[config.mk]
export PLATFORM = sky130hd
export DESIGN_NAME = fetch
export DESIGN_NICKNAME = d
export VERILOG_FILES = /design/src/rtl/fetch_pkg.sv /design/src/rtl/fetch_buffer.sv /design/src/rtl/fetch.sv
export SDC_FILE = /design/constraint.sdc
export NUM_CORES = 1
export LEC_CHECK = 0
export ABC_CLOCK_PERIOD_IN_PS = 4100
export CAP_MARGIN = 20
export CELL_PAD_IN_SITES_DETAIL_PLACEMENT = 1
export CELL_PAD_IN_SITES_GLOBAL_PLACEMENT = 1
export CORE_ASPECT_RATIO = 2
export CORE_MARGIN = 3
export CORE_UTILIZATION = 42
export DETAILED_ROUTE_END_ITERATION = 8
export GPL_TIMING_DRIVEN = 0
export PLACE_DENSITY_LB_ADDON = 0.1
export RECOVER_POWER = 50
export SYNTH_ARGS = -nofsm -noshare
export SYNTH_HDL_FRONTEND = slang
export SYNTH_SLANG_ARGS = --single-unit
[constraint.sdc]
create_clock -name clk -period 4.1 [get_ports clk]
set_clock_uncertainty 0.15 [all_clocks]
set_input_delay 1.23 -clock clk [delete_from_list [all_inputs] [get_ports clk]]
set_output_delay 1.23 -clock clk [all_outputs]
set_load 0.03 [all_outputs]
[src/rtl/fetch_pkg.sv]
// ---------------------------------------------------------------------------
// fetch_pkg: shared types and constants for the instruction fetch unit.  Rev 1.0
// ---------------------------------------------------------------------------
`default_nettype none

package fetch_pkg;

    localparam logic [31:0] RESET_PC_DEFAULT = 32'h0000_0000;
    localparam int          STALE_W          = 8;

    typedef struct packed {
        logic [31:0] pc;
        logic [31:0] instr;
        logic        filled;
    } fetch_entry_t;

    typedef struct packed {
        logic redirect;
        logic alloc;
        logic fill;
        logic drop;
        logic pop;
    } control_t;

    function automatic logic [31:0] word_align(input logic [31:0] addr);
        return addr & ~32'h0000_0003;
    endfunction

endpackage

`default_nettype wire

[src/rtl/fetch_buffer.sv]
// ---------------------------------------------------------------------------
// fetch_buffer: in-order fetch buffer with response fill and stale-drop tracking.  Rev 1.0
// ---------------------------------------------------------------------------
`default_nettype none

module fetch_buffer
    import fetch_pkg::*;
#(
    parameter int DEPTH = 4
) (
    input  logic        clk,
    input  logic        rst_n,
    input  logic        alloc_i,
    input  logic [31:0] alloc_pc_i,
    input  logic        rsp_valid_i,
    input  logic [31:0] rsp_data_i,
    input  logic        redirect_i,
    input  logic        out_ready_i,
    output logic        full_o,
    output logic        out_valid_o,
    output logic [31:0] out_instruction_o,
    output logic [31:0] out_pc_o
);

    localparam int          PW      = $clog2(DEPTH);
    localparam logic [PW:0] PTR_ONE = (PW+1)'(1);

    fetch_entry_t       entry_q [DEPTH];
    logic [PW:0]        head_q;
    logic [PW:0]        fill_q;
    logic [PW:0]        tail_q;
    logic [STALE_W-1:0] stale_q;
    logic [STALE_W-1:0] stale_d;
    logic [PW:0]        count;
    logic [PW:0]        unfilled;
    fetch_entry_t       head;
    control_t           ctl;

    // Unfilled entries always form the contiguous run between fill_q and tail_q.
    assign count    = tail_q - head_q;
    assign unfilled = tail_q - fill_q;
    assign full_o   = (count == (PW+1)'(DEPTH));
    assign head     = entry_q[head_q[PW-1:0]];

    assign out_valid_o       = head.filled & ~redirect_i;
    assign out_instruction_o = out_valid_o ? head.instr : '0;
    assign out_pc_o          = out_valid_o ? head.pc    : '0;

    always_comb begin
        ctl          = '0;
        ctl.redirect = redirect_i;
        ctl.pop      = out_valid_o & out_ready_i;
        ctl.alloc    = alloc_i & ~redirect_i;
        ctl.drop     = rsp_valid_i & (stale_q != '0);
        ctl.fill     = rsp_valid_i & ~redirect_i & (stale_q == '0) & (unfilled != '0);
        stale_d      = stale_q;
        // Everything still owed by memory becomes stale, less a response landing now.
        if (redirect_i) begin
            stale_d = stale_q + STALE_W'(unfilled)
                    - STALE_W'(rsp_valid_i & ((stale_q != '0) | (unfilled != '0)));
        end else if (ctl.drop) begin
            stale_d = stale_q - STALE_W'(1);
        end
    end

    always_ff @(posedge clk or negedge rst_n) begin
        if (!rst_n) begin
            head_q  <= '0;
            fill_q  <= '0;
            tail_q  <= '0;
            stale_q <= '0;
            for (int i = 0; i < DEPTH; i++) begin
                entry_q[i] <= '0;
            end
        end else begin
            stale_q <= stale_d;
            if (ctl.redirect) begin
                head_q <= tail_q;
                fill_q <= tail_q;
                for (int i = 0; i < DEPTH; i++) begin
                    entry_q[i].filled <= 1'b0;
                end
            end else begin
                if (ctl.alloc) begin
                    entry_q[tail_q[PW-1:0]] <= '{pc: alloc_pc_i, instr: '0, filled: 1'b0};
                    tail_q                  <= tail_q + PTR_ONE;
                end
                if (ctl.fill) begin
                    entry_q[fill_q[PW-1:0]].instr  <= rsp_data_i;
                    entry_q[fill_q[PW-1:0]].filled <= 1'b1;
                    fill_q                         <= fill_q + PTR_ONE;
                end
                if (ctl.pop) begin
                    entry_q[head_q[PW-1:0]].filled <= 1'b0;
                    head_q                         <= head_q + PTR_ONE;
                end
            end
        end
    end

endmodule

`default_nettype wire

[src/rtl/fetch.sv]
// ---------------------------------------------------------------------------
// fetch: PC register and instruction-memory request logic feeding fetch_buffer.  Rev 1.0
// ---------------------------------------------------------------------------
`default_nettype none

module fetch
    import fetch_pkg::*;
#(
    parameter logic [31:0] RESET_PC = RESET_PC_DEFAULT,
    parameter int          DEPTH    = 4
) (
    input  logic        clk,
    input  logic        rst_n,
    output logic        imem_req_valid,
    input  logic        imem_req_ready,
    output logic [31:0] imem_req_addr,
    input  logic        imem_rsp_valid,
    input  logic [31:0] imem_rsp_data,
    input  logic        redirect_valid,
    input  logic [31:0] redirect_pc,
    output logic        out_valid,
    input  logic        out_ready,
    output logic [31:0] out_instruction,
    output logic [31:0] out_pc
);

    logic [31:0] pc_q;
    logic [31:0] pc_d;
    logic        run_q;
    logic        buf_full;
    logic        req_fire;

    // run_q holds requests off until the first edge after reset is released.
    assign imem_req_valid = run_q & ~buf_full & ~redirect_valid;
    assign imem_req_addr  = pc_q;
    assign req_fire       = imem_req_valid & imem_req_ready;

    always_comb begin
        pc_d = pc_q;
        if (redirect_valid) begin
            pc_d = word_align(redirect_pc);
        end else if (req_fire) begin
            pc_d = pc_q + 32'd4;
        end
    end

    always_ff @(posedge clk or negedge rst_n) begin
        if (!rst_n) begin
            pc_q  <= RESET_PC;
            run_q <= 1'b0;
        end else begin
            pc_q  <= pc_d;
            run_q <= 1'b1;
        end
    end

    fetch_buffer #(
        .DEPTH (DEPTH)
    ) u_buffer (
        .clk               (clk),
        .rst_n             (rst_n),
        .alloc_i           (req_fire),
        .alloc_pc_i        (pc_q),
        .rsp_valid_i       (imem_rsp_valid),
        .rsp_data_i        (imem_rsp_data),
        .redirect_i        (redirect_valid),
        .out_ready_i       (out_ready),
        .full_o            (buf_full),
        .out_valid_o       (out_valid),
        .out_instruction_o (out_instruction),
        .out_pc_o          (out_pc)
    );

endmodule

`default_nettype wire

; After elaboration in Yosys (flattened, before gate mapping)
; Cells that the tools add are included.
[op_classes]
addsub = 9
n_lt_le_gt_ge = 6
eq_ne = 1
n_mux = 34
bitwise = 17
reduce_logical = 11
[op_table]
columns = op, n
row1 = $mux W260, 5
row2 = $bwmux W260, 4
row3 = $demux W65 S2, 4
row4 = $mux W65, 3
row5 = $bmux W65 S2, 1
row6 = $mux W32, 4
row7 = $mux W33, 1
row8 = $add A32 B3 Y32 const B, 1
row9 = $mux W8, 2
row10 = $mux W3, 4
row11 = $and A1 B1 Y1, 10
row12 = $add A3 B1 Y3 const B, 3
row13 = $ge A3 B3 Y1 const B, 3
row14 = $lt A3 B1 Y1 const B, 3
row15 = $not A2 Y3, 3
row16 = $add A8 B3 Y8, 1
row17 = $and A1 B8 Y8, 1
row18 = $logic_not A8 Y1, 1
row19 = $reduce_bool A2 Y1, 4
row20 = $reduce_bool A8 Y1, 1
row21 = $sub A8 B1 Y8 const B, 1
row22 = $sub A8 B8 Y8, 1
row23 = $mux W1, 6
row24 = $sub A3 B3 Y3, 2
row25 = other kinds (6), 9
[word_totals]
reg_bits = 310
input_bits = 70

; Depth between registers and ports, before layout
; Gate-level depths: netlist of run 1.
[logic_depth]
word_depth = 16
depth_mapped = 17
depth_no_buf = 16

; Cells and area by module
; From an unflattened synthesis of run 1, not the netlist that was laid out.
[unflattened]
hier_cells = 1235
hier_area_um2 = 15412.3
[by_module_without_submodules]
columns = mod, instances, cells_per_inst, area_each_um2, seq_area_each_um2
row1 = fetch_buffer, 1, 1023, 13558.0, 6931.6
row2 = fetch, 1, 212, 1854.3, 775.7

; Worst setup path before layout of run 1
; Ideal clock, no wire load.
[synth_timing]
kind = register -> output
startpoint = register u_buffer.head_q[1]
endpoint = output imem_req_valid
arrival_time_ns = 2.476
required_ns = 2.720
setup_slack_ns = 0.244
path_stages_with_launch = 10
path_cell_list = dfrtp_1 > clkbuf_1 > clkbuf_1 > inv_1 > ha_1 > nor2b_1 > xnor2_1 > clkbuf_1 > buf_1 > o21a_1
[synth_via]
elab_chain_len = 5
[synth_lines]
columns = item, line_no
row1 = start: declaration, fetch_buffer.sv:29  ; logic [PW:0] head_q;
row2 = start signal: assignment, fetch_buffer.sv:78  ; head_q <= tail_q;
row3 = start signal: assignment, fetch_buffer.sv:95  ; head_q <= head_q + PTR_ONE;
row4 = $sub A3 B3 Y3, fetch_buffer.sv:40  ; assign count = tail_q - head_q;
row5 = $eq A3 B3 Y1, fetch_buffer.sv:42  ; assign full_o = (count == (PW+1)'(DEPTH));
row6 = $not A1 Y1, fetch.sv:34  ; assign imem_req_valid = run_q & ~buf_full & ~redirect_valid;
row7 = $and A1 B1 Y1 (2 in a row), fetch.sv:34
row8 = end: declaration, fetch.sv:14  ; output logic imem_req_valid,
; Every way passes these cells.

; Final worst setup path of run 1
[layout_timing]
startpoint = input redirect_valid
endpoint = output out_pc[20]
[layout_via]
elab_chain_len = 3
[layout_lines]
columns = item, line_no
row1 = start: declaration, fetch.sv:19  ; input logic redirect_valid,
row2 = $not A1 Y1, fetch_buffer.sv:45  ; assign out_valid_o = head.filled & ~redirect_i;
row3 = $and A1 B1 Y1, fetch_buffer.sv:45
row4 = $mux W32, fetch_buffer.sv:47  ; assign out_pc_o = out_valid_o ? head.pc : '0;
row5 = end: declaration, fetch.sv:24  ; output logic [31:0] out_pc
; Every way passes these cells.

==> results of run 1 <==
==> layout make-up <==
cell class,count,area (µm²)
Clock inverter,14,151
Inverter,37,144
Tap cell,436,546
Clock buffer,40,850
Fill cell,3511,15900
Sequential cell,300,7510
Buffer,94,543
Multi-Input combinational cell,718,6540
Timing Repair Buffer,178,1690
==> state kept, by name, indices dropped and copies added (netlist names) <==
signal	count
imem_req_addr	30
run_q	1
u_buffer.entry_q	252
u_buffer.fill_q	3
u_buffer.head_q	3
u_buffer.stale_q	8
u_buffer.tail_q	3
==> cell families (layout without fill, tap and decap cells) <==
kind of cell / count (synthesis) / after routing
AND/OR/NAND/NOR: 219 / 219
other: 2 / 5
AO/OA/AOI/OAI: 273 / 273
adder cells (fa/ha/maj): 35 / 35
flip-flops: 300 / 300
buffers and inverters: 132 / 363
multiplexers: 162 / 163
XOR/XNOR: 23 / 23
==> cell usage in the layout, fill, tap and decap left out, types with 7 or more instances in the layout <==
master           netlist  final
a21oi_1               15     15
a22o_1               129    129
and3_1                66     66
buf_2                 32     33
buf_4                  4     25
clkbuf_1              47     29
clkbuf_16              0     32
clkbuf_2               0     22
clkdlybuf4s15_2        0      7
clkdlybuf4s50_1        0     95
clkinv_2               0     10
dfrtp_1              300    299
dlygate4sd2_1          0     42
ha_1                  33     33
inv_1                 36     34
mux2_2                88     88
mux2i_1               11     11
mux4_2                63     64
nand2_1               69     68
nand3_1               13     13
nand4_1               12     12
nor2_1                17     17
o211ai_1              19     19
o21ai_0               57     57
o311ai_0              11     11
xnor2_1               16     16
==> report_power, final <==
part	internal (mW)	leakage (nW)	total (mW)	switching (mW)
logic	2.03	4.03	4.10	2.08
clock network	1.64	0.504	2.83	1.19
registers	3.70	3.93	4.18	0.484
total	7.37	8.46	11.1	3.75
==> worst max-delay path: stages <==
cell             delay (ns)
buf_2                  0.23
clkinv_4               0.18
clkbuf_4               0.24
clkbuf_4               0.24
and3_1                 0.20
clkdlybuf4s15_1        0.34
==> final timing paths <==
| path | to |
|---|---|
| worst max-delay path | out_pc[20] |
| max in group asynchronous | u_buffer.entry_q[40]$_DFFE_PN0P_ |
| worst min register to register | u_buffer.entry_q[123]$_DFFE_PN0P_ |
| min in group asynchronous | u_buffer.entry_q[31]$_DFFE_PN0N_ |
| worst min-delay path | u_buffer.entry_q[123]$_DFFE_PN0P_ |
| worst max register to register | u_buffer.stale_q[6]$_DFFE_PN0P_ |
==> routing by layer <==
metal  wire [µm]  vias up  global-route usage
li1            -     4744                   -
met4        1990        0               0.110
met2       26400      296               0.480
met3        1790       99              0.0267
met1       18000     5688               0.309
met5           0        -                   0
==> timing repair <==
item	in CTS	in global routing
setup endpoints to repair	215	24
gates cloned	1	0
resized for setup	172	25
setup buffers	6	8
pin swaps	2	1
==> through the flow <==
stage                     instance area [µm²]  worst slack, ns  std cells  utilization  power [mW]
after global routing                    18000         -0.00152       1817        0.531        11.8
after global placement                  16700           -11.48       1745        0.493        7.90
after detailed placement                16800            -1.40       1749        0.496        8.10
after CTS                               18000         0.000641       1810        0.530        11.1
after floorplan                         14600            0.244       1149            -        6.84
final                                   18000           0.0378       1817        0.531        11.1
==> results.py, run 1 <==
metrics = {
    "outcome": {
        "outcome": "completed",
    },
    "logic_synthesis": {
        "synth_top_area_frac": 0.516,
        "synth_top_family_by_area": "multiplexers",
        "muxShareOfSynthArea": 0.173,
        "synth_seq_area_share": 0.516,
        "yosysUniqueCellTypes": 57,
        "synth_ff_type": "dfrtp_1",
        "syn_area_per_cell_um2": 12.7,
        "synth_warnings": 0,
        "synth_common_cells": "dfrtp_1 (300), a22o_1 (129), mux2_2 (88)",
        "yosys_register_bits": 300,
        "synth_compound_area_frac": 0.142,
        "synthCells": 1146,
        "yosysTopAreaCell": "dfrtp_1",
        "synth_xor_area_frac": 0.0148,
        "synth_edf_count": 0,
        "synthSimpleGateAreaFrac": 0.0844,
        "netlist_area_um2": 14600,
        "yosysMostFrequentCell": "dfrtp_1",
        "synthAdderAreaFrac": 0.0311,
        "synth.area.top_cells": "dfrtp_1 (52%), mux4_2 (9.7%), a22o_1 (7.8%), mux2_2 (6.8%), and3_1 (2.8%)",
        "synth_async_sr_flop_share": 1.00,
    },
    "finish": {
        "nets": 1464,
        "drive_gt1_frac": 0.235,
        "syn2layout_area_growth_pct": 23.5,
        "antenna_cells": 0,
    },
    "routing": {
        "drcViolationCount": 0,
        "first_iter_violations": 560,
        "num_vias": 10800,
        "drtAntennaViolNets": 0,
        "viasPerCell": 5.96,
        "drt-pass1-iter-count": 5,
        "wl_per_cell_um": 26.5,
        "routed_wl_um": 48200,
    },
    "min_path": {
        "min_path_type": "reg -> reg",
        "hold_depth": 2,
        "hp-start": "u_buffer.entry_q[123]$_DFFE_PN0P_",
    },
    "sta": {
        "worst_pin_slew_ns": 1.09,
        "setup-violations-final": 0,
        "tns_ns": 0,
        "finalCritPeriodShare": 0.991,
        "slew_headroom": 0.274,
        "max_freq_mhz": 246,
        "finalHoldViolCount": 0,
        "slew_viol_final": 0,
        "period_minus_slack_ns": 4.06,
        "hold_ws_ns": 0.335,
    },
    "setup_path": {
        "critPathKind": "in -> out",
        "r2r_cells": 17,
        "end_kind": "output port",
        "r2r_setup_slack_ns": 0.26,
        "crit_path_start": "redirect_valid",
        "cp.arrival_ns": 2.68,
        "required_ns": 2.72,
        "path_max_fanout": 10,
        "r2r_start": "u_buffer.tail_q[0]$_DFFE_PN0P_",
        "startpoint_type": "primary input",
    },
    "power": {
        "p_per_area_nw_per_um2": 619,
        "p_leak_nw": 8.46,
        "ir_drop_v": 0.000579,
    },
    "clocking": {
        "clk_latency_ns": 0.57,
        "cts_tree": "yes",
        "clkSinkCount": 300,
        "htreeDepth": 1,
        "clk_pin_slew_worst_paths_ns": 0.07,
        "hold_buffers": 0,
        "clock_path_buffers": 3,
        "cts_buffers": 30,
        "root_buffer": "clkbuf_16",
    },
    "floorplan": {
        "fp.coreArea_um2": 33900,
        "rows": 95,
        "io_pins": 168,
        "die_y_um": 269,
        "die_area_um2": 37100,
        "start_util": 0.430,
        "fp.dieW_um": 138,
    },
    "global_routing": {
        "grt_pass1_wl_um": 74100,
        "grt_max_degree": 118,
        "grt_overflow_total": 0,
        "grtUsageTotal": 0.264,
        "grt_pass1_vias": 12300,
        "antenna_found_initial": 0,
    },
    "placed_design": {
        "hpwlAfterDp_um": 34100,
        "portBuffers": 160,
        "gp_congestion": 0.833,
    },
    "job": {
        "maxCapViolCount": 0,
    },
}
(Power assumes the default switching activity.)
==> run 2, diff against run 1 <==
--- a/config.mk
+++ b/config.mk
@@ -9,7 +9,6 @@
 export CAP_MARGIN = 20
 export CELL_PAD_IN_SITES_DETAIL_PLACEMENT = 1
 export CELL_PAD_IN_SITES_GLOBAL_PLACEMENT = 1
-export CORE_ASPECT_RATIO = 2
 export CORE_MARGIN = 3
 export CORE_UTILIZATION = 42
 export DETAILED_ROUTE_END_ITERATION = 8
==> run 2 against run 1 <==
Net effect: the flow now finishes with violations (max-capacitance violations, max-slew violations); hold slack worse by 0.0029 ns; routed wire length down 6.3%; register-to-register slack worse by 0.08 ns; die area down 0.37%; largest power group unchanged; via count down 0.40%; flip-flop and latch count unchanged; first-iteration DRC count down 4.1%; sequential share of layout area down 0.50 points; combinational power down 2%.
==> results.py, run 2 (synthesis gave the netlist of run 1 again) <==
metrics = {
    "outcome": {
        "outcome": "complete, but fails checks",
        "violations": "max-capacitance violations, max-slew violations",
    },
    "sta": {
        "slew_viol_final": 68,
        "max_freq_mhz": 247,
        "hold_ws_ns": 0.332,
        "setup-violations-final": 0,
        "slew_headroom": -0.111,
        "finalCritPeriodShare": 0.988,
        "period_minus_slack_ns": 4.05,
        "finalHoldViolCount": 0,
        "worst_pin_slew_ns": 1.67,
    },
    "floorplan": {
        "start_util": 0.430,
        "die_y_um": 192,
        "rows": 67,
        "io_pins": 168,
        "fp.dieW_um": 192,
        "die_area_um2": 36900,
        "fp.coreArea_um2": 33900,
    },
    "clocking": {
        "clk_pin_slew_worst_paths_ns": 0.05,
        "root_buffer": "clkbuf_16",
        "htreeDepth": 2,
        "cts_tree": "yes",
        "clkSinkCount": 300,
        "clock_path_buffers": 3,
        "cts_buffers": 37,
        "hold_buffers": 0,
        "clk_latency_ns": 0.52,
    },
    "setup_path": {
        "path_depth": 6,
        "path_buf_inv": 5,
        "startpoint_type": "primary input",
        "crit_family": "buffers and inverters",
        "critPathKind": "in -> out",
        "crit_chain": "buf_4 -> clkinv_4 -> clkbuf_2 -> clkbuf_4 -> and3_1 -> clkdlybuf4s15_1",
        "path_max_fanout": 11,
        "cp_slowest_cell": "clkdlybuf4s15_1",
        "required_ns": 2.72,
        "end_kind": "output port",
        "r2r_cells": 17,
        "max_stage_delay_ns": 0.36,
        "cp.arrival_ns": 2.67,
    },
    "finish": {
        "top_register": "u_buffer.entry_q",
        "largest_reg_flops": 252,
        "final_cells": 1836,
        "final_common_cell": "dfrtp_1",
        "syn2layout_area_growth_pct": 25.0,
        "nets": 1465,
        "final_area_um2": 18200,
        "layout_common_cells": "dfrtp_1 (299), a22o_1 (129), clkdlybuf4s50_1 (95)",
        "final_util": 0.537,
        "drive_gt1_frac": 0.229,
    },
    "routing": {
        "drt-pass1-iter-count": 7,
        "first_iter_violations": 537,
        "routed_wl_um": 45200,
        "num_vias": 10800,
        "viasPerCell": 5.87,
        "drtAntennaViolNets": 0,
        "drcViolationCount": 0,
        "wl_per_cell_um": 24.6,
    },
    "global_routing": {
        "grtUsageTotal": 0.248,
        "antenna_found_initial": 0,
        "grt_max_degree": 95,
        "grt_pass1_vias": 11800,
        "grt_overflow_total": 0,
        "grt_pass1_wl_um": 70200,
    },
    "placed_design": {
        "gp_congestion": 0.825,
        "hpwlAfterDp_um": 31100,
        "portBuffers": 160,
        "numPlacedInstances": 1761,
        "place_area_um2": 16800,
    },
    "job": {
        "maxCapViolCount": 1,
    },
    "power": {
        "p_per_area_nw_per_um2": 634,
        "ir_drop_v": 0.000711,
        "p_leak_nw": 8.59,
    },
    "min_path": {
        "hold_depth": 2,
        "min_path_type": "reg -> reg",
    },
}
-- run 2: changes by cell type in the layout (fill, tap and decap cells not counted), sizes merged --
cell	previous run	this run
diode	0	1
buf	70	58
dlygate4sd2	42	55
clkdlybuf4s15	11	5
clkinv	11	5
clkbuf	94	111
-- run 2: stage by stage --
stage | TNS [ns] | setup WS, ns | total power [mW]
after floorplan | 0 | 0.244 | 6.84
after global placement | -3548.04 | -11.74 | 7.85
after detailed placement | -46.64 | -1.30 | 7.99
after CTS | 0 | 0.0196 | 11.5
after global routing | -0.0395 | -0.0212 | 12.2
final | 0 | 0.0477 | 11.5
-- run 2: cell type report --
cell class	instances	area, µm²
Inverter	37	146
Sequential cell	300	7510
Clock inverter	8	119
Tap cell	448	561
Clock buffer	58	1140
Buffer	95	542
Antenna cell	1	2.50
Fill cell	3490	15700
Timing Repair Buffer	171	1630
Multi-Input combinational cell	718	6550
-- run 2: routing by layer --
layer,vias up,part of all wire,track usage
li1,4744,-,-
met1,5666,0.45,0.347
met2,300,0.48,0.405
met3,74,0.046,0.0402
met4,0,0.022,0.0619
met5,-,0,0
-- run 2: worst min-delay path, delay by kind of cell, from the launching register on --
| family | cells | cell delay (ns) |
|---|---|---|
| AND/OR/NAND/NOR | 1 | 0.05 |
| AO/OA/AOI/OAI | 1 | 0.06 |
| flip-flops | 1 | 0.34 |
-- run 2: path summary, 6_finish.rpt --
| kind | start | to | slack, ns |
|---|---|---|---|
| setup / recovery | redirect_valid | out_instruction[20] | 0.05 |
| hold / removal | u_buffer.entry_q[120]$_DFFE_PN0P_ | u_buffer.entry_q[120]$_DFFE_PN0P_ | 0.33 |
| setup reg to reg | u_buffer.tail_q[0]$_DFFE_PN0P_ | u_buffer.stale_q[6]$_DFFE_PN0P_ | 0.18 |
| hold reg to reg | u_buffer.entry_q[120]$_DFFE_PN0P_ | u_buffer.entry_q[120]$_DFFE_PN0P_ | 0.33 |
| max in group asynchronous | rst_n | u_buffer.entry_q[73]$_DFFE_PN0N_ | 0.61 |
| min in group asynchronous | rst_n | u_buffer.entry_q[225]$_DFFE_PN0N_ | 0.98 |
-- run 2: report_power, final --
part	switching (mW)	internal, mW
clock network	1.26	2.09
logic	2.01	2.00
registers	0.476	3.70
total	3.75	7.80
-- run 2: what timing repair did --
item | in CTS | in global routing
gates cloned | 1 | 0
buffers inserted | 1 | 6
gates resized for setup | 144 | 22
endpoints found under the setup margin | 198 | 15
pin swaps | 1 | 1
